<file path="src/rtl/ram_param_clr.sv">
// Parameterised RAM with one valid bit per entry and a sequential clear engine.
// The clear runs after reset and on a flush pulse; the read port is combinational or registered.
module ram_param_clr #(
    parameter int unsigned DW     = 24,
    parameter int unsigned AW     = 3,
    parameter bit          RD_REG = 1'b0
) (
    input  logic          clk,
    input  logic          clrn,
    input  logic [AW-1:0] address,
    input  logic [DW-1:0] data,
    input  logic          we,
    input  logic          flush,
    output logic [DW-1:0] q,
    output logic          valid,
    output logic          busy
);

    localparam int unsigned N = 2 ** AW;

    typedef enum logic {StIdle, StClear} state_e;

    state_e          state_q;
    logic [AW-1:0]   cnt_q;
    logic [N-1:0]    vbit_q;
    logic [DW-1:0]   mem [N];
    logic [DW-1:0]   rd_data;
    logic            rd_valid;

    // Reset parks the engine in StClear so every word is zeroed after release.
    always_ff @(posedge clk or negedge clrn) begin
        if (!clrn) begin
            state_q <= StClear;
            cnt_q   <= '0;
            vbit_q  <= '0;
        end else begin
            unique case (state_q)
                StIdle: begin
                    if (flush) begin
                        state_q <= StClear;
                        cnt_q   <= '0;
                    end else if (we) begin
                        vbit_q[address] <= 1'b1;
                    end
                end
                StClear: begin
                    vbit_q[cnt_q] <= 1'b0;
                    cnt_q         <= cnt_q + 1'b1;
                    if (cnt_q == AW'(N - 1)) begin
                        state_q <= StIdle;
                    end
                end
                default: state_q <= StClear;
            endcase
        end
    end

    // Storage has no reset; the clear engine is the only way words return to zero.
    always_ff @(posedge clk) begin
        if (state_q == StClear) begin
            mem[cnt_q] <= '0;
        end else if (we && !flush) begin
            mem[address] <= data;
        end
    end

    assign busy     = (state_q == StClear);
    assign rd_data  = mem[address];
    assign rd_valid = vbit_q[address] & ~busy;

    if (RD_REG) begin : g_rd_reg
        logic [DW-1:0] q_q;
        logic          valid_q;

        always_ff @(posedge clk or negedge clrn) begin
            if (!clrn) begin
                q_q     <= '0;
                valid_q <= 1'b0;
            end else begin
                q_q     <= rd_data;
                valid_q <= rd_valid;
            end
        end

        assign q     = q_q;
        assign valid = valid_q;
    end else begin : g_rd_comb
        assign q     = rd_data;
        assign valid = rd_valid;
    end

endmodule

</file>
<file path="config.mk">
export PLATFORM = sky130hd
export DESIGN_NAME = ram_param_clr
export DESIGN_NICKNAME = d
export VERILOG_FILES = /design/src/rtl/ram_param_clr.sv
export SDC_FILE = /design/constraint.sdc
export NUM_CORES = 1
export LEC_CHECK = 0
export ABC_AREA = 1
export BUFFER_PORTS_ARGS = -buffer_cell sky130_fd_sc_hd__buf_2
export CORE_ASPECT_RATIO = 1.25
export CORE_MARGIN = 2
export CORE_UTILIZATION = 50
export CTS_BUF_LIST = sky130_fd_sc_hd__clkbuf_8
export DETAILED_ROUTE_END_ITERATION = 7
export PLACE_DENSITY = 0.68
export SYNTH_ARGS = -nofsm -noshare
export SYNTH_HDL_FRONTEND = slang
export SYNTH_SLANG_ARGS = --single-unit
</file>
<file path="constraint.sdc">
create_clock -name clk -period 3.4 [get_ports clk]
set_clock_uncertainty 0.05 [all_clocks]
set_input_delay 0.34 -clock clk [delete_from_list [all_inputs] [get_ports clk]]
set_output_delay 0.34 -clock clk [all_outputs]
set_load 0.05 [all_outputs]
</file>
==> results.toml, run 1 <==
[logic_synthesis]
synth.avg_cell_area_sq_um = 10.71
synth_top_cell_area_share_pct = 67.56
synth_top_area_cell = "edfxtp_1"
syn_inst = 797
synthTopCellsByArea = "edfxtp_1 68%, nand2_1 13%, nor2_1 4.8%, dfrtp_1 3.2%, o21ai_0 3.0%"
netlist_top_cells_count = "290 x nand2_1, 192 x edfxtp_1, 109 x nor2_1"
synth_edf_count = 192
yosysMostFrequentCell = "nand2_1"
ys_types = 23
synth_seq_cells = 204
seq_area_frac_synth_pct = 71.09
async_reset_ff_share_pct = 5.882
synth_ff_type = "edfxtp_1"
ys_warn_count = 0
syn_area_sq_um = 8534
syn-num-nets = 830

[job]
cap_viol_max_count = 0

[cts]
cts.sinks = 204
cts_made_buffers = 34
cts_tree = "done"
cts_resized = 0
cts_buffer_depth = 3
h-tree-depth = 2
clk_latency_ns = 0.49
path_clk_slew_ns = 0.06
root_buffer = "clkbuf_8"

[power_and_ir_drop]
intPower_w = 0.004996
swShare_pct = 31.88
power_frac_comb_pct = 22.7
totalPowerFinal_w = 0.007335
p_sw_w = 0.002338
p_per_area_nw_per_um2 = 754.9
clkPwrFrac_pct = 26.1
ir_drop_uv = 347.0
seqPwrFrac_pct = 51.2
p_leak_nw = 4.111

[sta]
setup_viol = 0
slew_viol_final = 0
timing.hold.ws_ns = 0.1321
setup_tns_ns = 0
worst_pin_slew_ns = 0.7105
finalCritPeriodShare_pct = 80.39
setup_ws_ns = 0.6668
final.min_clock_period_ns = 2.733
fmax_mhz = 365.9
finalHoldViolations = 0
rsz0062_at_grt = "false"
slew_headroom_pct = 52.52

[worst_setup_path]
critical_path.max_fanout = 24
worstSetupPathType = "register to register"
setup.worst_path.end_class = "register"
required_ns = 3.49
crit_arrival_ns = 2.82
critPathLaunchType = "register"

[route]
via_count = 5719
ant_nets = 0
drtIter0Drc = 553
routed_wl_um = 18530
first_pass_iters = 5
route.detailed.drc = 0
viasPerCell = 5.143
post_drt_wl_per_cell_um = 16.67

[global_routing]
use_met1_pct = 27.28
grt_max_degree = 88
met3_usage_pct = 3.239
use_met2_pct = 36.35
grt_pass1_wl_um = 29350
antenna_found_initial = 0
track_usage_pct = 21.26
grt_pass1_vias = 5674
busiest_layer = "met2"
grt-ovfl-total = 0

[cells_and_area]
diodes = 0
layout-drive-gt1-share_pct = 15.70
fin_nets = 905
instances_no_fill = 1112
area_growth_pct = 13.84

[run_status]
status = "completed"

[die]
rows = 53
fp.dieArea_sq_um = 18140
die_w_um = 120.9
start_util_pct = 50.87
die_h_um = 150.1
core_sq_um = 16780
ios = 57

[place]
dp_hpwl_um = 10870
pre_cts_slack_ns = 0.7024
dp.cells = 1055
gp_congestion = 0.8213
io_buffers = 56

[worst_hold_path]
hold_class = "primary input to register"
logic make-up after synthesis:
logic type	Yosys count	share of synthesized area (%)
simple gates	444	20.41
fa+ha+maj	2	0.2932
flops	204	71.09
buf+inv	83	4.120
compound gates	64	4.090
cell type report:
type / instances / area (sq um)
Clock buffer: 35 / 481.7
Clock inverter: 21 / 112.6
Fill cell: 1423 / 7062
Inverter: 46 / 172.7
Multi-Input combinational cell: 510 / 2136
Sequential cell: 204 / 6067
Tap cell: 220 / 275.3
Timing Repair Buffer: 76 / 470.5
power by group through the flow:
stage	Combinational (W)	Sequential, W	Clock (W)
floorplan	0.00106	0.00378	0
global placement	0.00164	0.00378	0
detailed placement	0.00167	0.00381	0
CTS	0.00167	0.00376	0.00196
global route	0.00183	0.00382	0.00206
finish	0.00166	0.00375	0.00192
metrics by stage:
stage | cell area [sq um] | utilization (%)
2_1_floorplan | 8534 | -
3_5_place_dp | 9111 | 54.31
6_report | 9716 | 57.91
3_3_place_gp | 9111 | 54.31
4_1_cts | 9716 | 57.91
5_1_grt | 9716 | 57.91
per-layer routing:
| metal | wire length [um] | vias up |
|---|---|---|
| li1 | - | 2789 |
| met1 | 7768 | 2724 |
| met2 | 9239 | 168 |
| met3 | 1001 | 38 |
| met4 | 522 | 0 |
| met5 | 0 | - |
state kept, by name (all words and copies together), names as in the netlist:
name and flops:
busy 1, cnt_q 3, mem 192, vbit_q 8
worst paths after layout:
kind	depth (start not counted)	slack [ns]	to	from
worst max-delay path	7	0.67	mem[7][18]	busy
worst min-delay path	4	0.13	cnt_q[2]	flush
worst max register to register	7	0.67	mem[7][18]	busy
worst min register to register	2	0.44	vbit_q[5]	vbit_q[5]
max in group asynchronous	2	2.82	busy	clrn
min in group asynchronous	2	0.20	cnt_q[2]	clrn
cells in the final DEF (no fill, tap or decap):
cell / n
edfxtp_1: 192
buf_12: 3
clkinv_2: 3
clkbuf_8: 35
inv_1: 53
dfrtp_1: 11
dfstp_2: 1
nor2_2: 9
or2_2: 10
nand3_1: 30
o21ai_0: 52
o21ai_2: 1
o211ai_1: 10
bufinv_16: 1
buf_2: 56
a21oi_1: 1
nand2_1: 290
ha_1: 2
nand2_2: 1
inv_2: 3
clkinvlp_4: 1
dlygate4sd3_1: 1
buf_4: 16
nand4_1: 3
nor2_1: 101
clkinv_1: 6
worst max-delay path, cell delays in order, from the launching register on:
cell and delay [ns]:
dfstp_2 0.42, nor2_1 0.26, nand2_1 0.49, buf_4 0.41
o21ai_2 0.15, nand2_1 0.12, nor2_2 0.11, buf_4 0.37
timing repair:
action / 4_1_cts / 5_1_grt
buffers inserted: 0 / 0
hold buffers: 1 / 0
hold endpoints to repair: 12 / 0
Note: power is estimated with default switching activity, not from simulation.
==> run 2: changes to the inputs <==
==> constraint.sdc (replaced) <==
create_clock -name clk -period 2.6 [get_ports clk]
set_clock_uncertainty 0.05 [all_clocks]
set_input_delay 0.26 -clock clk [delete_from_list [all_inputs] [get_ports clk]]
set_output_delay 0.26 -clock clk [all_outputs]
set_load 0.05 [all_outputs]
==> run 2 against run 1 <==
Against the previous run:
- via count up 0.19%
- clock power up 34%
- critical path depth up 1
- critical endpoint is now mem[6][12]
- die area unchanged
- sequential power up 31%
- count of clock-buffer cells in the layout down 4
- flip-flop and latch count unchanged
- power up 32%
- global-route usage up 0.12 points
- combinational power up 33%
- non-clock buffer count up 12
- cell count up 0.81%
==> results.toml, run 2 (synthesis results as in run 1) <==
[run_status]
status = "completed"

[global_routing]
grt_pass1_vias = 5509
grt_max_degree = 65
antenna_found_initial = 0
grt_pass1_wl_um = 29530
track_usage_pct = 21.38
grt-ovfl-total = 0

[die]
ios = 57
die_h_um = 150.1
start_util_pct = 50.87
core_sq_um = 16780
fp.dieArea_sq_um = 18140
die_w_um = 120.9
rows = 53

[sta]
rsz0062_at_grt = "false"
slew_viol_final = 0
setup_viol = 0
slew_headroom_pct = 56.70
finalHoldViolations = 0
timing.hold.ws_ns = 0.06337
finalCritPeriodShare_pct = 87.83
worst_pin_slew_ns = 0.6471
final.min_clock_period_ns = 2.284
fmax_mhz = 437.9

[worst_setup_path]
critPathLaunchType = "register"
critical_path.max_fanout = 16
crit_start = "busy"
worstPathCellList = "nor2_1, nand2_1, buf_4, nand2_1, o21ai_2, nand2_1, nor2_2, buf_4"
worstSetupPathType = "register to register"
r2r_start = "busy"
cp_common_cell = "nand2_1"
required_ns = 2.76
crit_path_top_delay_cell = "dfstp_2"
crit_arrival_ns = 2.44
slowest_delay_ns = 0.63
setup.worst_path.end_class = "register"

[route]
post_drt_wl_per_cell_um = 16.87
ant_nets = 0
via_count = 5730
drtIter0Drc = 461
route.detailed.drc = 0
first_pass_iters = 5
viasPerCell = 5.112
routed_wl_um = 18910

[cts]
cts.sinks = 204
cts_tree = "done"
cts_resized = 0
cts_buffer_depth = 3
post-cts-setup-buffers = 0
cts_made_buffers = 30
h-tree-depth = 1
root_buffer = "clkbuf_8"
clk_latency_ns = 0.54
path_clk_slew_ns = 0.07
postCtsHoldBufs = 2

[power_and_ir_drop]
ir_drop_uv = 500.1
p_per_area_nw_per_um2 = 987.9
p_leak_nw = 4.159

[cells_and_area]
top_regs = "mem: 192 flops, vbit_q: 8 flops, cnt_q: 3 flops"
largest_register_ffs = 192
mostFrequentLayoutCell = "nand2_1"
fin_nets = 913
regMostFlops = "mem"
area_growth_pct = 14.85
final_cell_mix = "290 x nand2_1, 192 x edfxtp_1, 101 x nor2_1, 56 x buf_2, 52 x o21ai_0"
instances_no_fill = 1121
layout-drive-gt1-share_pct = 16.98
diodes = 0

[place]
dp_hpwl_um = 11720
io_buffers = 56
dp.cells = 1066
gp_congestion = 0.8203

[job]
cap_viol_max_count = 0

[worst_hold_path]
hold_class = "primary input to async pin"
[run 2: cell types whose count changed in the layout (fill, tap and decap cells not counted), sizes merged]
cell,delta
clkbuf,-4
clkinv,+3
bufinv,+2
dlygate4sd3,+1
buf,+11
inv,-4
[run 2: worst paths after layout]
| path | endpoint | slack (ns) | cells after the start |
|---|---|---|---|
| max in group asynchronous | busy | 2.17 | 2 |
| hold / removal | vbit_q[7] | 0.06 | 2 |
| setup / recovery | mem[6][12] | 0.32 | 8 |
| setup reg to reg | mem[6][12] | 0.32 | 8 |
| min in group clk | mem[6][7] | 0.09 | 3 |
| hold reg to reg | vbit_q[3] | 0.44 | 2 |
[run 2: layout make-up]
| cell class | count | area, sq um |
|---|---|---|
| fillers | 1417 | 6975 |
| flip-flops and latches | 204 | 6067 |
| multi-input cells | 510 | 2136 |
| repair buffers | 88 | 550.5 |
| clock buffers | 31 | 426.7 |
| well taps | 220 | 275.3 |
| clock inverters | 22 | 173.9 |
| inverters | 46 | 172.7 |
[run 2: routing by layer]
layer  vias to the layer above  GRT usage, %  share of wire (%)
met3                        31         3.430                6.3
met4                         0         6.802                2.1
met5                         -             0                  0
met1                      2693         29.54                 43
met2                       193         34.89                 49
li1                       2813             -                  -
[run 2: worst max-delay path, delay by kind of cell (launching register included)]
| kind | cells | cell delay, ns |
|---|---|---|
| flops | 1 | 0.63 |
| simple gates | 5 | 0.62 |
| buf+inv | 2 | 0.56 |
| compound gates | 1 | 0.07 |
[run 2: stage by stage]
| stage | TNS [ns] | cell area, sq um | power [W] | setup WS (ns) | utilization (%) |
|---|---|---|---|---|---|
| floorplan | -38.70 | 8534 | 0.006332 | -0.2044 | - |
| global placement | 0 | 9181 | 0.007122 | 0.4313 | 54.72 |
| detailed placement | 0 | 9181 | 0.007183 | 0.3572 | 54.72 |
| CTS | 0 | 9802 | 0.009756 | 0.3248 | 58.42 |
| global route | 0 | 9802 | 0.01019 | 0.1182 | 58.42 |
| finish | 0 | 9802 | 0.009683 | 0.3165 | 58.42 |
[run 2: power by group]
group	switching (W)	internal [W]
logic	0.00162	0.000574
registers	0.000248	0.00466
clock network	0.00117	0.00140
==> run 3: changes to the inputs <==
--- a/config.mk
+++ b/config.mk
@@ -13,6 +13,7 @@
 export CTS_BUF_LIST = sky130_fd_sc_hd__clkbuf_8
 export DETAILED_ROUTE_END_ITERATION = 7
 export PLACE_DENSITY = 0.68
+export SLEW_MARGIN = 20
 export SYNTH_ARGS = -nofsm -noshare
 export SYNTH_HDL_FRONTEND = slang
 export SYNTH_SLANG_ARGS = --single-unit
==> constraint.sdc (replaced) <==
create_clock -name clk -period 2.6 [get_ports clk]
set_clock_uncertainty 0.05 [all_clocks]
set_input_delay 0.26 -clock clk [delete_from_list [all_inputs] [get_ports clk]]
set_output_delay 0.26 -clock clk [all_outputs]
set_load 0.1 [all_outputs]
==> run 3 against run 2 <==
Against the previous run:
- register-to-register slack gained 0.15 ns
- setup slack gained 0.14 ns
- worst hold slack gained 0.0048 ns
- largest cell class unchanged
- critical path type is now primary input to output pin
==> results.toml, run 3 (synthesis results as in run 1) <==
[cts]
path_clk_slew_ns = 0.06
post-cts-setup-buffers = 0
cts.sinks = 204
clk_latency_ns = 0.55
root_buffer = "clkbuf_8"
cts_tree = "done"
cts_buffer_depth = 3
cts_made_buffers = 31
h-tree-depth = 1
cts_resized = 0

[worst_hold_path]
hold_class = "primary input to async pin"

[worst_setup_path]
setup.worst_path.end_class = "output pin"
required_ns = 2.29
worstSetupPathType = "primary input to output pin"
r2r_start = "busy"
slowest_delay_ns = 0.44
worstPathCellList = "buf_2, nand2_2, buf_12, nor2_1, o21ai_0, nand3_1, buf_2"
rr_endpoint = "mem[4][5]"
critical_path.max_fanout = 15
crit_arrival_ns = 1.84
crit_path_top_delay_cell = "buf_2"
reg2reg_depth = 7
critPathLaunchType = "primary input"
crit_start = "address[2]"
reg2reg_slack_ns = 0.47
cp_common_cell = "buf_2"

[cells_and_area]
top_regs = "mem: 192 flops, vbit_q: 8 flops, cnt_q: 3 flops"
area_growth_pct = 14.43
layout-drive-gt1-share_pct = 16.30
fin_nets = 916
regMostFlops = "mem"
mostFrequentLayoutCell = "nand2_1"
diodes = 0
final_cell_mix = "290 x nand2_1, 192 x edfxtp_1, 101 x nor2_1, 55 x buf_2, 53 x inv_1"
largest_register_ffs = 192
instances_no_fill = 1122

[route]
via_count = 5687
first_pass_iters = 5
route.detailed.drc = 0
ant_nets = 0
drtIter0Drc = 390
post_drt_wl_per_cell_um = 16.79
routed_wl_um = 18840
viasPerCell = 5.069

[power_and_ir_drop]
intPower_w = 0.006359
clkPwrFrac_pct = 23.0
p_sw_w = 0.003366
ir_drop_uv = 477.4
p_per_area_nw_per_um2 = 995.8
p_leak_nw = 4.148
swShare_pct = 34.61
seqPwrFrac_pct = 50.4
power_frac_comb_pct = 26.5

[sta]
setup_viol = 0
slew_viol_final = 0
slew_headroom_pct = 65.10
finalCritPeriodShare_pct = 82.63
rsz0062_at_grt = "false"
setup_ws_ns = 0.4516
finalHoldViolations = 0
worst_pin_slew_ns = 0.5235
final.min_clock_period_ns = 2.148
fmax_mhz = 465.5

[die]
start_util_pct = 50.87
fp.dieArea_sq_um = 18140
die_w_um = 120.9
rows = 53
core_sq_um = 16780
ios = 57
die_h_um = 150.1

[place]
gp_congestion = 0.8211
io_buffers = 56
dp.cells = 1068
dp_hpwl_um = 11320
pre_cts_slack_ns = 0.4792

[global_routing]
antenna_found_initial = 0
grt_pass1_wl_um = 29600
grt_max_degree = 71
grt-ovfl-total = 0
track_usage_pct = 21.49
grt_pass1_vias = 5460

[run_status]
status = "completed"

[job]
cap_viol_max_count = 0
[run 3: cell types whose count changed in the layout (fill, tap and decap cells not counted)]
cell and change:
buf_12 +3, buf_2 -1, bufinv_16 -3, clkinv_1 +3, clkinv_2 -4, clkinvlp_4 -1
inv_1 +4
[run 3: how the worst max path moves through the flow]
stage                 to  slack (ns)  cells past startpoint
2_1_floorplan  mem[0][0]       -0.05                      7
3_3_place_gp       q[11]        0.48                      8
3_5_place_dp       q[11]        0.48                      8
4_1_cts        mem[4][5]        0.46                      7
5_1_grt        mem[4][5]        0.23                      7
6_report           q[12]        0.45                      7
[run 3: worst max-delay path, delay by kind of cell]
| family | cells | cell delay (ns) |
|---|---|---|
| buf+inv | 3 | 0.90 |
| compound gates | 1 | 0.09 |
| simple gates | 3 | 0.59 |
[run 3: cell type report]
class / count / area (sq um)
multi-input cells: 510 / 2136
fillers: 1454 / 7012
clock inverters: 21 / 82.58
repair buffers: 90 / 605.6
flip-flops and latches: 204 / 6067
well taps: 220 / 275.3
clock buffers: 31 / 426.7
inverters: 46 / 172.7
[run 3: what timing repair did]
item | 4_1_cts | 5_1_grt
hold endpoints to repair | 15 | 0
endpoints found under the setup margin | 0 | 0
hold buffers | 2 | 0
[run 3: per-stage QoR]
step	TNS (ns)	area (sq um)	util, %	power (W)	hold slack, ns
global placement	0	9236	55.05	0.007511	0.1048
CTS	0	9766	58.21	0.009799	0.05907
global route	0	9766	58.21	0.01024	0.08043
finish	0	9766	58.21	0.009725	0.06821
floorplan	-8.105	8554	-	0.006672	-0.08559
detailed placement	0	9236	55.05	0.007569	0.1066
[run 3: routing by layer]
layer	wire [um]	GRT usage (%)	part of all wire, %
met1	7886	28.70	42
met2	9423	36.35	50
met3	1106	3.049	5.9
met4	420	7.035	2.2
met5	0	0	0
[run 3: power groups by stage]
stage | Combinational (W) | Clock [W] | Sequential [W]
2_1_floorplan | 0.00171 | 0 | 0.00496
3_3_place_gp | 0.00257 | 0 | 0.00494
3_5_place_dp | 0.00260 | 0 | 0.00497
4_1_cts | 0.00261 | 0.00228 | 0.00491
5_1_grt | 0.00283 | 0.00243 | 0.00499
6_report | 0.00258 | 0.00224 | 0.00491
